## src/rtl/antares_mem_arbiter_pkg.sv

```systemverilog
// Shared state encodings, grant identifiers and the arbitration pick rule
// for the Antares instruction/data memory arbiter.
package antares_mem_arbiter_pkg;

    typedef enum logic [1:0] {
        ARB_IDLE  = 2'd0,
        ARB_GNT_I = 2'd1,
        ARB_GNT_D = 2'd2
    } arb_state_e;

    localparam logic ARB_I = 1'b0;
    localparam logic ARB_D = 1'b1;

    // On a tie the master that was not served last wins.
    function automatic arb_state_e arb_pick(input logic ien, input logic den, input logic last);
        if (ien && den) begin
            return (last == ARB_D) ? ARB_GNT_I : ARB_GNT_D;
        end else if (ien) begin
            return ARB_GNT_I;
        end else if (den) begin
            return ARB_GNT_D;
        end
        return ARB_IDLE;
    endfunction

endpackage

```

## src/rtl/antares_bus_watchdog.sv

```systemverilog
// Per-transaction watchdog: counts active cycles and flags the cycle in which
// the transaction has run out of time.
module antares_bus_watchdog #(
    parameter int TIMEOUT_CYCLES = 16,
    parameter int CNT_WIDTH      = 8
) (
    input  logic clk,
    input  logic rst,
    input  logic run,
    input  logic clear,
    output logic expired
);

    logic [CNT_WIDTH-1:0] count_q;
    logic [CNT_WIDTH-1:0] count_d;

    always_comb begin
        count_d = count_q;
        if (clear) begin
            count_d = '0;
        end else if (run) begin
            count_d = count_q + 1'b1;
        end
    end

    always_ff @(posedge clk) begin
        if (!rst) begin
            count_q <= '0;
        end else begin
            count_q <= count_d;
        end
    end

    // First active cycle sees count 0, so the last allowed cycle sees TIMEOUT-1.
    assign expired = run && (count_q == CNT_WIDTH'(TIMEOUT_CYCLES - 1));

endmodule

```

## src/rtl/antares_mem_arbiter.sv

```systemverilog
// Two-master (instruction/data) to one-slave arbiter with round-robin
// tie-break and a watchdog that aborts stalled transactions with an error.
module antares_mem_arbiter
    import antares_mem_arbiter_pkg::*;
#(
    parameter int TIMEOUT_CYCLES = 16,
    parameter int CNT_WIDTH      = 8
) (
    input  logic        clk,
    input  logic        rst,
    input  logic [31:0] iport_address,
    input  logic [3:0]  iport_wr,
    input  logic        iport_enable,
    output logic [31:0] iport_data_i,
    output logic        iport_ready,
    output logic        iport_error,
    input  logic [31:0] dport_address,
    input  logic [31:0] dport_data_o,
    input  logic [3:0]  dport_wr,
    input  logic        dport_enable,
    output logic [31:0] dport_data_i,
    output logic        dport_ready,
    output logic        dport_error,
    output logic [31:0] m_address,
    output logic [31:0] m_data_o,
    output logic [3:0]  m_wr,
    output logic        m_enable,
    input  logic [31:0] m_data_i,
    input  logic        m_ready,
    input  logic        m_error
);

    arb_state_e state_q;
    logic       last_grant_q;

    logic gnt_i;
    logic gnt_d;
    logic active;
    logic expired;
    logic rsp_ready;
    logic rsp_error;
    logic done;
    logic wd_clear;

    assign gnt_i  = (state_q == ARB_GNT_I);
    assign gnt_d  = (state_q == ARB_GNT_D);
    // A granted master that has dropped enable no longer owns the bus.
    assign active = (gnt_i && iport_enable) || (gnt_d && dport_enable);

    // Error wins over ready; a timeout only fires when the slave is silent.
    assign rsp_error = active && (m_error || (expired && !m_ready));
    assign rsp_ready = active && m_ready && !m_error;
    assign done      = rsp_error || rsp_ready;
    assign wd_clear  = !active || done;

    antares_bus_watchdog #(
        .TIMEOUT_CYCLES(TIMEOUT_CYCLES),
        .CNT_WIDTH     (CNT_WIDTH)
    ) u_watchdog (
        .clk    (clk),
        .rst    (rst),
        .run    (active),
        .clear  (wd_clear),
        .expired(expired)
    );

    always_comb begin
        m_enable  = active;
        m_address = 32'h0;
        m_wr      = 4'h0;
        m_data_o  = 32'h0;
        if (active && gnt_i) begin
            m_address = iport_address;
            m_wr      = iport_wr;
        end else if (active && gnt_d) begin
            m_address = dport_address;
            m_wr      = dport_wr;
            m_data_o  = dport_data_o;
        end
    end

    assign iport_data_i = m_data_i;
    assign dport_data_i = m_data_i;

    // Responses are suppressed while reset is asserted so an aborted
    // transaction never reports back to its master.
    assign iport_ready = rst && gnt_i && rsp_ready;
    assign iport_error = rst && gnt_i && rsp_error;
    assign dport_ready = rst && gnt_d && rsp_ready;
    assign dport_error = rst && gnt_d && rsp_error;

    always_ff @(posedge clk) begin
        if (!rst) begin
            state_q      <= ARB_IDLE;
            last_grant_q <= ARB_D;
        end else begin
            case (state_q)
                ARB_GNT_I, ARB_GNT_D: begin
                    if (!active) begin
                        state_q <= ARB_IDLE;
                    end else if (done) begin
                        last_grant_q <= gnt_d ? ARB_D : ARB_I;
                        state_q      <= arb_pick(iport_enable, dport_enable, gnt_d ? ARB_D : ARB_I);
                    end
                end
                default: begin
                    state_q <= arb_pick(iport_enable, dport_enable, last_grant_q);
                end
            endcase
        end
    end

endmodule

```

## config.mk

```make
export PLATFORM = sky130hd
export DESIGN_NAME = antares_mem_arbiter
export DESIGN_NICKNAME = d
export VERILOG_FILES = /design/src/rtl/antares_mem_arbiter_pkg.sv /design/src/rtl/antares_bus_watchdog.sv /design/src/rtl/antares_mem_arbiter.sv
export SDC_FILE = /design/constraint.sdc
export NUM_CORES = 1
export LEC_CHECK = 0
export ABC_AREA = 1
export BUFFER_PORTS_ARGS = -buffer_cell sky130_fd_sc_hd__buf_2
export CAP_MARGIN = 20
export CELL_PAD_IN_SITES_DETAIL_PLACEMENT = 1
export CELL_PAD_IN_SITES_GLOBAL_PLACEMENT = 1
export CORE_MARGIN = 2
export CORE_UTILIZATION = 17
export CTS_CLUSTER_SIZE = 8
export DETAILED_ROUTE_END_ITERATION = 16
export PLACE_DENSITY = 0.86
export SETUP_SLACK_MARGIN = 0.3
export SYNTH_ARGS = -nofsm -noshare
export SYNTH_HDL_FRONTEND = slang
export SYNTH_SLANG_ARGS = --single-unit
```

## constraint.sdc

```tcl
create_clock -name clk -period 2.04 [get_ports clk]
set_input_delay 0.306 -clock clk [delete_from_list [all_inputs] [get_ports clk]]
set_output_delay 0.306 -clock clk [all_outputs]
set_load 0.01 [all_outputs]
```

==> results of run 1 <==
## cells in the mapped netlist (4+ instances only)
cell type	n
a21oi_1	4
buf_2	6
buf_4	65
clkbuf_1	4
dfxtp_1	11
inv_1	82
nand2_1	20
nand3_1	43
nand4_1	4
nor2_1	46
nor3_1	4
o21ai_0	37
xor2_1	4
## worst max path at each step
| stage | start | end | cells after the start |
|---|---|---|---|
| 5_1_grt | state_q[1] | dport_error | 10 |
| 6_report | state_q[1] | dport_error | 10 |
| 3_3_place_gp | state_q[1] | dport_ready | 7 |
| 3_5_place_dp | state_q[1] | iport_ready | 7 |
| 2_1_floorplan | state_q[1] | m_address[23] | 9 |
| 4_1_cts | state_q[1] | dport_ready | 10 |
## timing repair
item | in CTS | in global routing
cloned | 6 | 2
buffers inserted | 19 | 3
pin swaps | 3 | 10
setup endpoints to repair | 73 | 84
gates resized for setup | 60 | 40
## cell families (layout without fill, tap and decap cells)
| logic type | count (synthesis) | count (layout) |
|---|---|---|
| buffers and inverters | 164 | 306 |
| adders and majority gates | 3 | 3 |
| AOI/OAI and AO/OA | 42 | 42 |
| DFF | 11 | 11 |
| and+or+nand+nor | 125 | 125 |
| xor gates and xnor gates | 5 | 5 |
## cell type report
class / instances / share of cell area
inverter: 84 / 0.0965
clock inverter: 1 / 0.00151
multi-input combinational: 175 / 0.316
timing repair buffer: 218 / 0.442
sequential: 11 / 0.0671
tap: 143 / 0.0539
clock buffer: 3 / 0.0226
## per-stage QoR
step	worst slack [ps]	power [mW]	std cells	setup TNS, ps	cell area (sq um)
detailed placement	177	0.603	601	0	2580
global route	-98.8	1.27	635	-1250	3320
global placement	212	0.595	601	0	2580
floorplan	361	0.533	350	0	1970
CTS	28.3	1.15	630	0	3140
finish	-11.2	1.21	635	-11.2	3320
## critical path: stages (launching register included)
cell and delay, ps:
dfxtp_2 320, inv_2 80, ha_4 150, inv_4 40, o21ai_4 180, buf_12 140
buf_12 120, buf_4 120, nand2_4 70, nor3_2 120, buf_2 150
## registers in the layout (all words and copies together), names as in the netlist
register,flops
u_watchdog.count_q,8
state_q,2
last_grant_q,1
## where the power goes
part / leakage (nW) / switching [mW] / total, mW / internal, mW
combinational: 1.85 / 0.297 / 0.604 / 0.306
sequential: 0.0898 / 0.00495 / 0.227 / 0.222
clock: 0.0409 / 0.116 / 0.378 / 0.261
total: 1.98 / 0.419 / 1.21 / 0.790
## metal layers
| layer | part of all wire | up-vias | global-route usage |
|---|---|---|---|
| met1 | 0.39 | 1173 | 0.157 |
| met4 | 0.026 | 0 | 0.0510 |
| met5 | 0 | - | 0 |
| met2 | 0.50 | 139 | 0.245 |
| li1 | - | 1288 | - |
| met3 | 0.081 | 25 | 0.0370 |
==> summary.md, run 1 <==
| Metric | Value |
|---|---|
| Overall Global Routing Usage | 0.138 |
| Initial Utilization | 0.174 |
| Final setup vio count | 1 |
| Routed wire length | around 9.5 mm |
| Cell type with the largest total area after synthesis | buf_4 |
| Worst flop-to-flop path endpoint | state_q[0] |
| Failing checks | setup timing |
| Netlist Area Pre-Place | roughly 0.002 sq mm |
| Vias in the first global route | between 2000 and 3000 |
| Cell count after synthesis | 350 |
| Slew margin rel. | 0.683 |
| TritonCTS clock tree | done |
| R2R Path Start | state_q[1] |
| Post-layout min period | 2050 ps |
| Pin count of the biggest net entering global routing | 37 |
| DR iter-0 viols | between 70 and 80 |
| Critical path type | reg -> out |
| Top cells by area, synth | buf_4 (25%), inv_1 (16%), dfxtp_1 (11%) |
| Final worst slack | -11.2 ps |
| Net Count, Synth | between 400 and 500 |
| Fmax | 488 MHz |
| Hold Crit Depth | 2 |
| Synth Warn # | 0 |
| R2R cell count | 12 |
| Run status | finished, violations left |
| Register area | between 200 and 250 sq um |
| Cell Pwr Density | about 360 mW/mm^2 |
| Worst min path class | in -> reg |
| RD Place Congestion | about 0.8 |
| R2R setup slack | approximately 180 ps |
| Maximum fanout along the worst path | 6 |
| Row count | 39 |
| Share of layout cells above drive strength 1 | 0.539 |
| Total gr overflow | 0 |
| Routed WL per cell | approximately 15 um |
| Pins Over Slew Limit | 0 |
| Die width | around 110 um |
| CORE AREA | around 0.011 sq mm |
| Drt pass-1 iters | 4 |
| Min-delay src | rst |
| Fillers | ~1500 |
| Req. time, crit path | 1730 ps |
| Die Footprint | approximately 0.012 sq mm |
| Max VDD drop | between 0.3 and 0.4 mV |
| Synth Register Bits | 11 |
| Global-route wire length before repair | 13.6 mm |
| Final Skew | between 1 and 1.5 ps |
| Routed Antenna Nets | 0 |
| Worst-Margin Slew | between 400 and 500 ps |
| Via Count | 2625 |
| Antenna fix cells | 0 |
| CTS root buf | clkbuf_16 |
| Chip height | ~110 um |
| Number of synthesized flops with an enable pin | 0 |
| Max_cap viols | 0 |
| CP endpoint kind | output pin |
| Synth cell types | 24 |
| Worst Hold End | last_grant_q |
| Post-synthesis simple-gate area fraction | 0.292 |
| Compound-Gate Fraction of Synth Area | 0.108 |
| Hold Buf Count CTS | 0 |
| Clock Latency Late Sink | approximately 250 ps |
| Worst hold slack | roughly 320 ps |
| Port buffer count | approximately 180 |
| Commonest non-fill, non-tap cell in the layout | buf_2 |
| Share of flip-flops with an asynchronous set or reset | 0 |
| Fin util | 0.292 |
| Multiplexer area fraction after synthesis | 0 |
| Area share of fa/ha/maj cells after synthesis | 0.0190 |
| CP startpoint kind | flop |
| Placed wire-length estimate | ~6.2 mm |
| CP arrival | 1750 ps |
| Largest family of logic cells by synthesized area | buffers and inverters |
| Max Buffers Root-to-Sink | 2 |
| Unrepaired setup endpoints after global routing | yes |
| Syn_area_per_cell | roughly 5.6 sq um |
| Sequential area share after synthesis | 0.112 |
| CTS Buf Count | 3 |
| Multi-input logic area | roughly 0.0010 sq mm |
| I/O pin cnt | approximately 280 |
| Post-synth top flop | dfxtp_1 |
| Synth top area share | 0.247 |
| Initial antenna violation count | 0 |
| Fin. Hold Viols | 0 |
| Vias per cell | 4.13 |
| CTS Sinks | 11 |
| Final Cycle Share | 1.01 |
| Leak | approximately 2.0 nW |
| DRC errors left | 0 |
| H-tree Lvls | 1 |
| Area Overhead vs Synth | 68.2% |
| CTS clk-pin slew, worst paths | roughly 40 ps |
| Layout net count | roughly 640 |
| Synth Area in XOR/XNOR | 0.0222 |
| Commonest non-fill, non-tap cells in the layout | buf_2 (181), inv_1 (80), nor2_1 (43) |
Power figures use the tool's default switching activity.
==> inputs of run 2 (changes only) <==
--- a/config.mk
+++ b/config.mk
@@ -10,6 +10,7 @@
 export CAP_MARGIN = 20
 export CELL_PAD_IN_SITES_DETAIL_PLACEMENT = 1
 export CELL_PAD_IN_SITES_GLOBAL_PLACEMENT = 1
+export CORE_ASPECT_RATIO = 0.7
 export CORE_MARGIN = 2
 export CORE_UTILIZATION = 17
 export CTS_CLUSTER_SIZE = 8
==> constraint.sdc (replaced) <==
create_clock -name clk -period 2.04 [get_ports clk]
set_input_delay 0.306 -clock clk [delete_from_list [all_inputs] [get_ports clk]]
set_output_delay 0.306 -clock clk [all_outputs]
set_load 0.05 [all_outputs]
==> summary.md, run 2 (synthesis gave the netlist of run 1 again) <==
| Metric | Value |
|---|---|
| Unrepaired setup endpoints after global routing | yes (unchanged) |
| CP endpoint kind | output pin (unchanged) |
| Via Count | 2687 (was 2625) |
| Worst min path class | in -> reg (unchanged) |
| Overall Global Routing Usage | 0.168 (was 0.138) |
| CP startpoint kind | flop (unchanged) |
| Slowest stage cell, crit path | dfxtp_2 (unchanged) |
| Routed Antenna Nets | 0 (unchanged) |
| Maximum fanout along the worst path | 13 (was 6) |
| Worst-Margin Slew | 452 ps (was 476 ps) |
| CORE AREA | 0.0112 sq mm (was 0.0114 sq mm) |
| CP arrival | 1700 ps (was 1750 ps) |
| Cell Pwr Density | 320 mW/mm^2 (was 364 mW/mm^2) |
| R2R Path Start | state_q[1] (unchanged) |
| H-tree Lvls | 1 (unchanged) |
| Area Overhead vs Synth | 140% (was 68.2%) |
| Min-delay src | rst (unchanged) |
| Fin. Hold Viols | 0 (unchanged) |
| Routed wire length | 11.4 mm (was 9.52 mm) |
| Chip height | 94.1 um (was 112 um) |
| Drt pass-1 iters | 4 (unchanged) |
| Vias in the first global route | 3010 (was 2552) |
| Row count | 32 (was 39) |
| Max VDD drop | 0.217 mV (was 0.353 mV) |
| Max_cap viols | 0 (unchanged) |
| Global-route wire length before repair | 16.3 mm (was 13.6 mm) |
| Layout net count | 637 (was 638) |
| Worst hold slack | 342 ps (was 321 ps) |
| Combinational Power Share | 0.609 (was 0.500) |
| Finished Cell Area | 0.00474 sq mm (was 0.00332 sq mm) |
| TritonCTS clock tree | done (unchanged) |
| Pre-CTS setup slack | 83.0 ps (was 177 ps) |
| Antenna fix cells | 0 (unchanged) |
| Req. time, crit path | 1730 ps (about the same) |
| Worst Hold End | last_grant_q (unchanged) |
| Worst flop-to-flop path endpoint | u_watchdog.count_q[7] (was state_q[0]) |
| Final Skew | 1.27 ps (was 1.01 ps) |
| R2R setup slack | 190 ps (was 180 ps) |
| CTS root buf | clkbuf_16 (unchanged) |
| Final setup vio count | 0 (was 1) |
| Routed WL per cell | 17.6 um (was 15.0 um) |
| P_int | 0.865 mW (was 0.790 mW) |
| I/O pin cnt | 279 (unchanged) |
| Initial antenna violation count | 0 (unchanged) |
| Max Buffers Root-to-Sink | 2 (unchanged) |
| Vias per cell | 4.17 (was 4.13) |
| Final Cycle Share | 0.985 (was 1.01) |
| Pin count of the biggest net entering global routing | 37 (unchanged) |
| Total gr overflow | 0 (unchanged) |
| RD Place Congestion | 0.787 (was 0.797) |
| Die width | 133 um (was 112 um) |
| Clock Latency Late Sink | 240 ps (was 250 ps) |
| DR iter-0 viols | 56 (was 76) |
| CTS clk-pin slew, worst paths | 40 ps (about the same) |
| Leak | 2.22 nW (was 1.98 nW) |
| Sequential power share | 0.150 (was 0.188) |
| Max reg flops | 8 (unchanged) |
| Initial Utilization | 0.177 (was 0.174) |
| Fin util | 0.424 (was 0.292) |
| Cell Area, Placed | 0.00324 sq mm (was 0.00258 sq mm) |
| R2R cell count | 12 (unchanged) |
| Fmax | 498 MHz (was 488 MHz) |
| DRC errors left | 0 (unchanged) |
| Commonest non-fill, non-tap cell in the layout | buf_2 (unchanged) |
| Hold Crit Depth | 2 (unchanged) |
| Biggest cell delay along the critical path | 320 ps (about the same) |
| Commonest non-fill, non-tap cells in the layout | buf_2 (109), inv_1 (80), buf_8 (39) (was buf_2 (181), inv_1 (80), nor2_1 (43)) |
| CTS Buf Count | 3 (unchanged) |
| Final worst slack | 31.3 ps (was -11.2 ps) |
| Leading registers by flop count | u_watchdog.count_q: 8 flops, state_q: 2 flops, last_grant_q: 1 flops (unchanged) |
| Share of layout cells above drive strength 1 | 0.705 (was 0.539) |
| Port buffer count | 182 (unchanged) |
| Cell Chain, Critical Path | inv_2, ha_4, inv_6, o21ai_4, buf_12, buf_16, nand3_2, o21ai_4, buf_6 (was inv_2, ha_4, inv_4, o21ai_4, buf_12, buf_12, buf_4, nand2_4, nor3_2, buf_2) |
| Hold Buf Count CTS | 0 (unchanged) |
| Slew margin rel. | 0.698 (was 0.683) |
| Sw Share | 0.430 (was 0.346) |
| Psw | 0.652 mW (was 0.419 mW) |
| Die Footprint | 0.0125 sq mm (about the same) |
| CTS Sinks | 11 (unchanged) |
| Clock Power Share | 0.241 (was 0.313) |
| Placed wire-length estimate | 7.02 mm (was 6.21 mm) |
| Post-layout min period | 2010 ps (was 2050 ps) |
| Critical path type | reg -> out (unchanged) |
| Most used cell, CP | o21ai_4 (was buf_12) |
| Run status | finished, final reports clean (was finished, violations left) |
| Top reg by flops | u_watchdog.count_q (unchanged) |
| Pins Over Slew Limit | 0 (unchanged) |
==> run 2: how the worst max path moves through the flow <==
stage | startpoint | to | slack, ps | cells after the start
after floorplan | state_q[1] | m_address[22] | 70 | 9
after detailed placement | state_q[0] | m_address[24] | 80 | 8
after CTS | state_q[1] | m_address[2] | 50 | 9
after global placement | state_q[0] | dport_error | 130 | 8
after global routing | state_q[1] | iport_error | -30 | 9
final | state_q[1] | m_address[5] | 30 | 9
==> run 2: final cells by class <==
type | instances | area (sq um)
Tap cell | 153 | 191
Sequential cell | 11 | 223
Timing Repair Buffer | 217 | 2150
Inverter | 84 | 323
Clock buffer | 3 | 75.1
Fill cell | 1294 | 6430
Multi-Input combinational cell | 175 | 1770
Clock inverter | 1 | 5.00
==> run 2: power groups by stage <==
stage	Clock [mW]	Sequential [mW]	Combinational [mW]
finish	0.366	0.227	0.924
global route	0.387	0.227	0.970
CTS	0.374	0.227	0.851
detailed placement	0	0.231	0.619
global placement	0	0.230	0.610
floorplan	0	0.229	0.746
==> run 2: per-stage QoR <==
step / TNS (ps) / instances / total power, mW
after floorplan: 0 / 350 / 0.975
after global placement: 0 / 613 / 0.840
after detailed placement: 0 / 613 / 0.849
after CTS: 0 / 637 / 1.45
after global routing: -197 / 644 / 1.58
final: 0 / 644 / 1.52
==> run 2: timing repair <==
item / 4_1_cts / 5_1_grt
pin swaps: 8 / 4
cloned: 10 / 0
gates resized for setup: 209 / 58
buffers inserted: 10 / 7
setup endpoints to repair: 77 / 84
==> run 2: routing by layer <==
metal / vias to the layer above / share of wire / routed length (um) / track usage
met1: 1262 / 0.39 / 4380 / 0.193
met2: 135 / 0.54 / 6100 / 0.308
li1: 1282 / - / - / -
met5: - / 0 / 0 / 0
met3: 8 / 0.072 / 812 / 0.0539
met4: 0 / 0.0055 / 63 / 0.0314
==> run 2: worst max-delay path: cells and delay by family, from the launching register on <==
kind,cells,cell delay [ps]
AND/OR/NAND/NOR,1,110
buffers and inverters,5,610
adder cells (fa/ha/maj),1,160
AO/OA/AOI/OAI,2,250
flip-flops,1,320
